--- src/rtl/mux4_rr_arbiter.sv ---
// mux4_rr_arbiter
//   Round-robin arbiter that shares one 4:1 single-bit mux between four
//   requesters. It grants one owner at a time and drives the mux select for
//   that owner. The owner keeps the grant until it releases it, and then the
//   arbiter re-arbitrates.
//
// Optional feature macro: ARB_TIMEOUT_EN
//   When this macro is defined, a grant is forcibly released after TIMEOUT
//   cycles and tmo pulses for one cycle. When it is undefined, tmo is tied to 0.
//
// Parameters
//   TIMEOUT  maximum grant length in cycles (2..255). Used only with ARB_TIMEOUT_EN.
//
// Ports
//   clk   in   rising-edge clock
//   rst   in   synchronous reset, active-high
//   req   in   [3:0] level-sensitive request lines, one per requester
//   done  in   release strobe from the current owner (looked at only in GRANT)
//   gnt   out  [3:0] registered one-hot grant, zero when there is no owner
//   sel   out  [1:0] registered mux select, index of the granted requester
//   busy  out  high while a grant is held
//   tmo   out  one-cycle pulse on forced (timeout) release
module mux4_rr_arbiter #(
   parameter int unsigned TIMEOUT = 8
) (
   input  logic       clk,
   input  logic       rst,
   input  logic [3:0] req,
   input  logic       done,
   output logic [3:0] gnt,
   output logic [1:0] sel,
   output logic       busy,
   output logic       tmo
);

   if (TIMEOUT < 2 || TIMEOUT > 255) begin : g_bad_timeout
      $error("mux4_rr_arbiter: TIMEOUT must be in 2..255");
   end

   typedef enum logic [0:0] {IDLE, GRANT} state_t;

   state_t     state;
   logic [1:0] last_owner;
   logic [1:0] winner;
   logic       any_req;
   logic       owner_release;

   // Rotating priority search: last+1, last+2, last+3, last (all mod 4).
   always_comb begin
      logic [1:0] idx;
      logic       found;
      winner = last_owner;
      found  = 1'b0;
      idx    = '0;
      for (int unsigned i = 1; i <= 4; i++) begin
         idx = last_owner + 2'(i);
         if (!found && req[idx]) begin
            winner = idx;
            found  = 1'b1;
         end
      end
   end

   assign any_req       = |req;
   assign owner_release = done || !req[sel];

`ifdef ARB_TIMEOUT_EN
   localparam logic [7:0] HOLD_LAST = 8'(TIMEOUT - 1);

   logic [7:0] hold_cnt;
   logic       hold_expired;

   assign hold_expired = (hold_cnt == HOLD_LAST);

   always_ff @(posedge clk) begin
      if (rst) begin
         state      <= IDLE;
         last_owner <= 2'd3;
         gnt        <= '0;
         sel        <= '0;
         busy       <= 1'b0;
         tmo        <= 1'b0;
         hold_cnt   <= '0;
      end else begin
         case (state)
            IDLE: begin
               tmo <= 1'b0;
               if (any_req) begin
                  sel      <= winner;
                  gnt      <= 4'b0001 << winner;
                  busy     <= 1'b1;
                  hold_cnt <= '0;
                  state    <= GRANT;
               end
            end
            GRANT: begin
               if (owner_release || hold_expired) begin
                  gnt        <= '0;
                  busy       <= 1'b0;
                  last_owner <= sel;
                  // The timeout is flagged only when it is the sole reason for the release.
                  tmo        <= !owner_release;
                  state      <= IDLE;
               end else begin
                  tmo      <= 1'b0;
                  hold_cnt <= hold_cnt + 8'd1;
               end
            end
            default: state <= IDLE;
         endcase
      end
   end
`else
   assign tmo = 1'b0;

   always_ff @(posedge clk) begin
      if (rst) begin
         state      <= IDLE;
         last_owner <= 2'd3;
         gnt        <= '0;
         sel        <= '0;
         busy       <= 1'b0;
      end else begin
         case (state)
            IDLE: begin
               if (any_req) begin
                  sel   <= winner;
                  gnt   <= 4'b0001 << winner;
                  busy  <= 1'b1;
                  state <= GRANT;
               end
            end
            GRANT: begin
               if (owner_release) begin
                  gnt        <= '0;
                  busy       <= 1'b0;
                  last_owner <= sel;
                  state      <= IDLE;
               end
            end
            default: state <= IDLE;
         endcase
      end
   end
`endif

endmodule

--- config.mk ---
export PLATFORM = sky130hd
export DESIGN_NAME = mux4_rr_arbiter
export DESIGN_NICKNAME = d
export VERILOG_FILES = /design/src/rtl/mux4_rr_arbiter.sv
export SDC_FILE = /design/constraint.sdc
export NUM_CORES = 1
export LEC_CHECK = 0
export ABC_AREA = 1
export BUFFER_PORTS_ARGS = -buffer_cell sky130_fd_sc_hd__buf_2
export CAP_MARGIN = 10
export CORE_MARGIN = 2
export CORE_UTILIZATION = 50
export CTS_BUF_LIST = sky130_fd_sc_hd__clkbuf_4
export DETAILED_ROUTE_END_ITERATION = 6
export HOLD_SLACK_MARGIN = 0.02
export PLACE_DENSITY = 0.73
export SYNTH_ARGS = -nofsm -noshare
export SYNTH_HDL_FRONTEND = slang
export SYNTH_SLANG_ARGS = --single-unit
--- constraint.sdc ---
create_clock -name clk -period 1.3 [get_ports clk]
set_clock_uncertainty 0.05 [all_clocks]
set_input_delay 0.26 -clock clk [delete_from_list [all_inputs] [get_ports clk]]
set_output_delay 0.26 -clock clk [all_outputs]
set_load 0.03 [all_outputs]
# Yosys cells after proc, flatten, opt, wreduce, memory -nomap -nowiden
# Cells that the tools add are included.
[word_totals]
reg_bits = 10
input_bits = 7
output_inout_bits = 8
wordCells = 55
[op_classes]
addsub = 3
order_cmp = 5
eq_ne = 2
n_shift = 1
n_mux = 26
bitwise = 1
n_reduce_logical = 12
[op_table]
columns = ["op", "count"]
rows = [
  ["2-bit by 3-bit less-than comparator with 1-bit output (second input constant)", 5],
  ["1-bit 2-to-1 mux", 12],
  ["1-bit binary-select mux with 2-bit select", 5],
  ["2-bit 2-to-1 mux", 4],
  ["4-bit 2-to-1 mux", 2],
  ["4-bit one-hot mux with 2 select lines", 1],
  ["2-bit AND reduction", 3],
  ["2-bit adder (second input constant)", 2],
  ["1-bit logical NOT", 4],
  ["1-bit one-hot mux with 2 select lines", 2],
  ["4-bit OR reduction", 1],
  ["1-bit by 2-bit left shift with 4-bit output (first input constant)", 1],
  ["1-bit logical AND", 3],
  ["2-bit by 1-bit adder with 2-bit output (second input constant)", 1],
  ["2-bit by 1-bit != test with 1-bit output (second input constant)", 1],
  ["2-bit != test (second input constant)", 1],
  ["1-bit logical OR", 1],
  ["1-bit inverter", 1],
]

# Depth between registers and ports, before layout
# Gate-level depths: netlist of run 1.
[depth]
word_depth = 16
mapped_depth = 13
depth_no_buf = 12

# Worst setup path before layout of run 1
# No wires, ideal clock.
[synth_timing]
kind = "reg2reg"
start = "register sel[0]"
end = "register gnt[0]"
setup_time_ns = 0.070
arrival_ns = 1.334
required_time_ns = 1.180
path_slack_ns = -0.154
path_stages_with_launch = 9
path_buffers = 0
synth_period_minus_slack_ns = 1.454
path_cell_list = "dfxtp_1 -> a21oi_1 -> o21ai_0 -> nand3b_1 -> nand2_1 -> inv_1 -> nor2_1 -> nand2_1 -> a21oi_1"
[synth_between]
elab_chain_cells = 6
[synth_lines]
columns = ["element", "line_no", "source"]
rows = [
  ["start, declared", "31", "output logic [1:0] sel,"],
  ["start signal, assigned", "127", "sel <= winner;"],
  ["1-bit binary-select mux with 2-bit select", "65", "assign owner_release = done || !req[sel];"],
  ["1-bit 2-to-1 mux (not written as such)", "65", ""],
  ["1-bit logical NOT", "65", ""],
  ["1-bit logical OR", "65", ""],
  ["2-bit by 1-bit != test with 1-bit output (no source line)", "n/a", ""],
  ["2-bit AND reduction (no source line)", "n/a", ""],
  ["end signal, assigned", "128", "gnt <= 4'b0001 << winner;"],
  ["end, declared", "30", "output logic [3:0] gnt,"],
]
# Every way passes these cells. The select of a mux whose other input is x is not followed.
# A chain may end at the register's enable or synchronous reset.

# Worst setup path after layout of run 1
[layout_timing]
start = "register last_owner[0]"
end = "register sel[0]"
[layout_between]
elab_chain_cells = 13
elab_cells_between_ends = 24
classes_between = "3 x add/sub; 15 x mux; 6 x reduce/logical"
[layout_lines]
columns = ["element", "line_no", "source"]
rows = [
  ["start, declared", "43", "logic [1:0] last_owner;"],
  ["start signal, assigned", "137", "last_owner <= sel;"],
  ["2-bit by 1-bit adder with 2-bit output", "56", "idx = last_owner + 2'(i);"],
  ["1-bit binary-select mux with 2-bit select", "57", "if (!found && req[idx]) begin"],
  ["1-bit 2-to-1 mux (not written as such)", "57", ""],
  ["1-bit 2-to-1 mux", "57", ""],
  ["1-bit logical NOT", "57", ""],
  ["1-bit logical AND", "57", ""],
  ["1-bit 2-to-1 mux", "57", ""],
  ["1-bit logical NOT", "57", ""],
  ["1-bit logical AND", "57", ""],
  ["1-bit 2-to-1 mux", "57", ""],
  ["1-bit logical NOT", "57", ""],
  ["1-bit logical AND", "57", ""],
  ["2-bit 2-to-1 mux *", "57", ""],
]
# Every way passes the cells marked *; elsewhere a longest branch is shown, timed or not. The select of a mux whose other input is x is not followed.

==> results.json, run 1 <==
{
  "gr-usage-all-layers_pct": 22.1,
  "globalRoute.totalOverflow": 0,
  "initial_core_util_pct": 55.0,
  "timing.reg2reg.setup_slack_ns": -0.23,
  "synth_sequential_area_ratio_pct": 27.3,
  "setup_viol": 6,
  "most-common-layout-cells": "nand2_1, buf_2, inv_1",
  "synth_top_family_by_area": "simple AND/OR/NAND/NOR gates",
  "antenna_nets_post_route": 0,
  "layout_worst_path_cycle_share_pct": 118,
  "finalWorstSetupSlack_ns": -0.230,
  "timing.hold.worst.class": "input port to flop",
  "maximum_frequency_from_static_timing_analysis_mhz": 654,
  "clock-sinks": 10,
  "worstHoldEndpoint": "gnt[3]",
  "finalWorstPathRequiredPeriod_ns": 1.53,
  "via_density": 5.25,
  "first_global_vias": 747,
  "dpl_cell_area_um2": 897,
  "layout.core_utilization_pct": 77.1,
  "final_common_cell": "nand2_1",
  "yosys_register_bits": 10,
  "worst_hold_startpoint": "rst",
  "placement_rows": 13,
  "route.vias.total": 824,
  "crit_path_end_kind": "flop",
  "worstSkewPairLatency_ns": 0.26,
  "grt_first_pass_wirelength_um": 3140,
  "share_of_post_route_cells_with_drive_strength_above_1_pct": 47.2,
  "grt_antenna_before_repair": 0,
  "number_of_primary_i_o_pins": 15,
  "drc_errors": 0,
  "cts_tree": "built",
  "r2r-start": "last_owner[0]",
  "timing.critical_path.required_ns": 1.45,
  "die_h_um": 42.3,
  "ys.warnings.count": 0,
  "antenna_cells_inserted": 0,
  "setup.worst_path.start_class": "flop",
  "synthesis.area_um2": 733,
  "cellPowerDensity_nw_per_um2": 1480,
  "final_max_slew_viol_count": 0,
  "maxCapViolCount": 0,
  "clock_path_buffers": 2,
  "final_design_area_no_fill_um2": 1030,
  "grt_setup_unrepaired": "true",
  "place.detailed.hpwl_um": 1360,
  "clockRootBuffer": "clkbuf_4",
  "post_synth_inst_count": 118,
  "synth_xor_area_share_pct": 0,
  "leakage_nw": 0.560,
  "io_buffers": 13,
  "crit_arrival_ns": 1.68,
  "hold-path-cell-count": 2,
  "gp_congestion": 0.843,
  "rr_endpoint": "sel[0]",
  "hold_viol_final": 0,
  "grt_max_degree": 9,
  "wire_per_inst_um": 11.7,
  "cts.htree.levels": 1,
  "layout_fillers": 95,
  "die-width_um": 42.3,
  "finalNetCount": 151,
  "failing_checks": "negative setup slack",
  "run_status": "complete, but fails checks",
  "layout-area-overhead-vs-synth_pct": 40.3,
  "first_pass_iters": 4,
  "yosysUniqueCellTypes": 23,
  "yosys-mux-area-fraction_pct": 0,
  "irDropWorstVdd_mv": 0.923,
  "crit_fanout": 8,
  "rr_worst_depth": 11,
  "syn_nets": 125,
  "detailed_router_s_first_iteration_violation_count": 9,
  "worst-setup-path-type": "flop to flop",
  "critPathLaunch": "last_owner[0]",
  "synth.avg_cell_area_um2": 6.21,
  "synth_compound_area_share_pct": 11.6,
  "finalPower_mw": 1.52,
  "synth_adder_area_share_pct": 0,
  "hold_slack_ns": 0.214,
  "clk_pin_slew_worst_paths_ns": 0.06,
  "tritoncts.num_buffers": 3,
  "wirelength_um": 1840,
  "design.die.area_um2": 1790,
  "simple_gate_area_share_of_the_yosys_netlist_pct": 49.1,
  "core-area_um2": 1330
}
[per-layer routing]
metal  track usage (%)  share of wire, %  vias up
li1                  -                 -      421
met1              28.5                45      373
met2              36.6                48       26
met3              4.31               4.9        4
met4              7.50               1.7        0
met5                 0                 0        -
[cells in the mapped netlist, drive strengths merged]
cell | number | area share (%)
nand3 | 9 | 7.9
a21oi | 7 | 4.8
buf | 2 | 2.6
conb | 1 | 0.51
o21ai | 7 | 4.8
nor3 | 1 | 0.68
nand2 | 53 | 33
nand4 | 1 | 0.85
inv | 16 | 8.9
nor2 | 7 | 5.3
nand3b | 1 | 1.0
or2 | 1 | 0.85
o211ai | 2 | 2.0
dfxtp | 10 | 27
[area by class of cell]
class / instances / area, um2 / share of cell area [%]
clock buffer: 3 / 22.5 / 2.19
inverter: 16 / 72.6 / 7.06
multi-input combinational: 90 / 564 / 54.9
sequential: 10 / 210 / 20.4
tap: 15 / 18.8 / 1.82
timing repair buffer: 23 / 140 / 13.6
[cells by family after synthesis]
kind of cell,Yosys count
other,1
buffers and inverters,18
AND/OR/NAND/NOR,73
flip-flops,10
AO/OA/AOI/OAI,16
[worst max-delay path, cell delays in order (launching register included)]
cell,delay [ns]
dfxtp_4,0.42
inv_8,0.07
nand2_4,0.07
nand2_4,0.06
nand2_4,0.10
nand2_8,0.07
nor2_2,0.13
nand3_1,0.10
nand2_2,0.10
nor2_4,0.04
or2_1,0.21
inv_1,0.05
[sequential cells by signal, indices dropped and copies added, names as in the netlist]
register,count
gnt,4
last_owner,2
sel,2
busy,1
state,1
[power breakdown]
| part | switching [mW] | internal (mW) | leakage, nW |
|---|---|---|---|
| sequential | 0.0575 | 0.369 | 0.0834 |
| clock | 0.0995 | 0.107 | 0.0138 |
| combinational | 0.561 | 0.328 | 0.463 |
[how the worst max path moves through the flow]
stage / end / slack [ns]
3_3_place_gp: sel[1] / -0.22
2_1_floorplan: sel[0] / -0.09
3_5_place_dp: sel[1] / -0.26
6_report: sel[0] / -0.23
5_1_grt: sel[0] / -0.35
4_1_cts: sel[0] / -0.16
[repair_timing]
item / CTS / global route
gates resized for setup: 12 / 21
buffers inserted: 0 / 1
setup endpoints to repair: 6 / 6
pin swaps: 4 / 4
hold buffers: 0 / 0
hold endpoints to repair: 0 / 0
[stage by stage]
stage | worst slack [ns] | cells | setup TNS (ns)
detailed placement | -0.265 | 154 | -1.28
global route | -0.350 | 157 | -1.74
CTS | -0.162 | 156 | -0.825
global placement | -0.224 | 154 | -0.989
finish | -0.230 | 157 | -1.11
floorplan | -0.0852 | 118 | -0.390
Power figures use the tool's default switching activity.
==> run 2, diff against run 1 <==
==> constraint.sdc (replaced) <==
create_clock -name clk -period 1.3 [get_ports clk]
set_clock_uncertainty 0.05 [all_clocks]
set_input_delay 0.325 -clock clk [delete_from_list [all_inputs] [get_ports clk]]
set_output_delay 0.325 -clock clk [all_outputs]
set_load 0.03 [all_outputs]
==> results.json, run 2 (synthesized netlist as in run 1, its figures left out) <==
{
  "wire_per_inst_um": 12.0,
  "grt_first_pass_wirelength_um": 2980,
  "die_h_um": 42.3,
  "cts_tree": "built",
  "clock_path_buffers": 2,
  "hold_viol_final": 0,
  "worstSkewPairLatency_ns": 0.25,
  "setup.worst_path.start_class": "flop",
  "failing_checks": "negative setup slack",
  "gp_congestion": 0.832,
  "antenna_cells_inserted": 0,
  "reg_top3": "gnt: 4 flops, last_owner: 2 flops, sel: 2 flops",
  "timing.hold.worst.class": "input port to flop",
  "finalWorstPathRequiredPeriod_ns": 1.52,
  "final_max_slew_viol_count": 0,
  "timing.critical_path.cells": "inv_8, nand2_4, nand2_4, nand2_4, nand2_4, nand2_1, nand2_1, nand2_2, nand2_2, nor2_4, or2_1, inv_1",
  "cpLargestDelayFamily": "simple AND/OR/NAND/NOR gates",
  "grt_max_degree": 9,
  "clock-sinks": 10,
  "worst_path_max_delay_cell": "dfxtp_4",
  "core-area_um2": 1330,
  "clk_pin_slew_worst_paths_ns": 0.07,
  "run_status": "complete, but fails checks",
  "layout_fillers": 101,
  "worstPathBufferInverterCount": 2,
  "tritoncts.num_buffers": 3,
  "largest_register_by_flop_count": "gnt",
  "layout_worst_path_cycle_share_pct": 117,
  "timing.critical_path.required_ns": 1.45,
  "setup_viol": 6,
  "placement_rows": 13,
  "finalNetCount": 152,
  "maxCapViolCount": 0,
  "clockRootBuffer": "clkbuf_4",
  "die-width_um": 42.3,
  "worst-setup-path-type": "flop to flop",
  "initial_core_util_pct": 55.0,
  "final_common_cell": "nand2_1",
  "worst_path_largest_cell_delay_ns": 0.39,
  "share_of_post_route_cells_with_drive_strength_above_1_pct": 48.3,
  "detailed_router_s_first_iteration_violation_count": 14,
  "crit_path_end_kind": "flop",
  "grt_antenna_before_repair": 0,
  "postCtsHoldBufs": 0,
  "critical-path-top-cell-by-count": "nand2_4",
  "gr-usage-all-layers_pct": 21.7,
  "place.detailed.hpwl_um": 1340,
  "first_pass_iters": 4,
  "preCtsSetupSlack_ns": -0.258,
  "route.vias.total": 811,
  "irDropWorstVdd_mv": 1.13,
  "finalPower_mw": 1.50,
  "leakage_nw": 0.554,
  "globalRoute.totalOverflow": 0,
  "largest_register_ffs": 4,
  "crit_fanout": 8,
  "antenna_nets_post_route": 0,
  "grt_setup_unrepaired": "true",
  "maximum_frequency_from_static_timing_analysis_mhz": 660,
  "layout-area-overhead-vs-synth_pct": 38.7,
  "drc_errors": 0,
  "cellPowerDensity_nw_per_um2": 1470,
  "io_buffers": 13,
  "number_of_primary_i_o_pins": 15,
  "via_density": 5.13,
  "first_global_vias": 722,
  "design.die.area_um2": 1790,
  "most-common-layout-cells": "nand2_1, nand2_2, buf_2, inv_1, buf_4",
  "cts.htree.levels": 1,
  "wirelength_um": 1890,
  "finalWorstSetupSlack_ns": -0.216,
  "crit_arrival_ns": 1.66
}
-- run 2: cell count changes in the layout (fill, tap and decap cells not counted), sizes merged --
cell	before	now
buf	23	24
-- run 2: what timing repair did --
item / CTS / global route
resized for setup: 21 / 9
pin swaps: 13 / 7
setup endpoints to repair: 6 / 8
buffers inserted: 0 / 1
-- run 2: layout make-up --
| class | instances | area (um2) | share of cell area, % |
|---|---|---|---|
| clock buffers | 3 | 22.5 | 2.21 |
| inverters | 16 | 72.6 | 7.13 |
| multi-input cells | 90 | 546 | 53.6 |
| flip-flops and latches | 10 | 210 | 20.7 |
| well taps | 15 | 18.8 | 1.85 |
| repair buffers | 24 | 148 | 14.5 |
-- run 2: path summary, 6_finish.rpt --
path,start,to,slack (ns),depth (start not counted)
worst max register to register,last_owner[0],sel[0],-0.22,12
worst min-delay path,rst,gnt[2],0.26,2
worst min register to register,gnt[3],gnt[3],0.42,2
worst max-delay path,last_owner[0],sel[0],-0.22,12
-- run 2: stage by stage --
step,setup TNS (ns),utilization (%),area [um2],cells,hold slack [ns]
after floorplan,-0.390,-,744,118,0.344
after global placement,-0.990,67.8,905,155,0.400
after detailed placement,-1.32,67.8,905,155,0.404
after CTS,-0.929,73.4,978,157,0.244
after global routing,-1.67,76.3,1020,158,0.272
final,-1.03,76.3,1020,158,0.261
-- run 2: per-layer routing --
metal / global-route usage, % / wire [um] / vias up / part of all wire (%)
met3: 5.17 / 49 / 4 / 2.6
met1: 24.9 / 826 / 375 / 44
met2: 39.7 / 984 / 13 / 52
li1: - / - / 419 / -
met5: 0 / 0 / - / 0
met4: 5.63 / 31 / 0 / 1.6
-- run 2: where the power goes --
part           switching (mW)  total, mW  internal (mW)
sequential             0.0598      0.429          0.369
combinational           0.548      0.864          0.316
clock                   0.100      0.207          0.106
total                   0.708       1.50          0.792
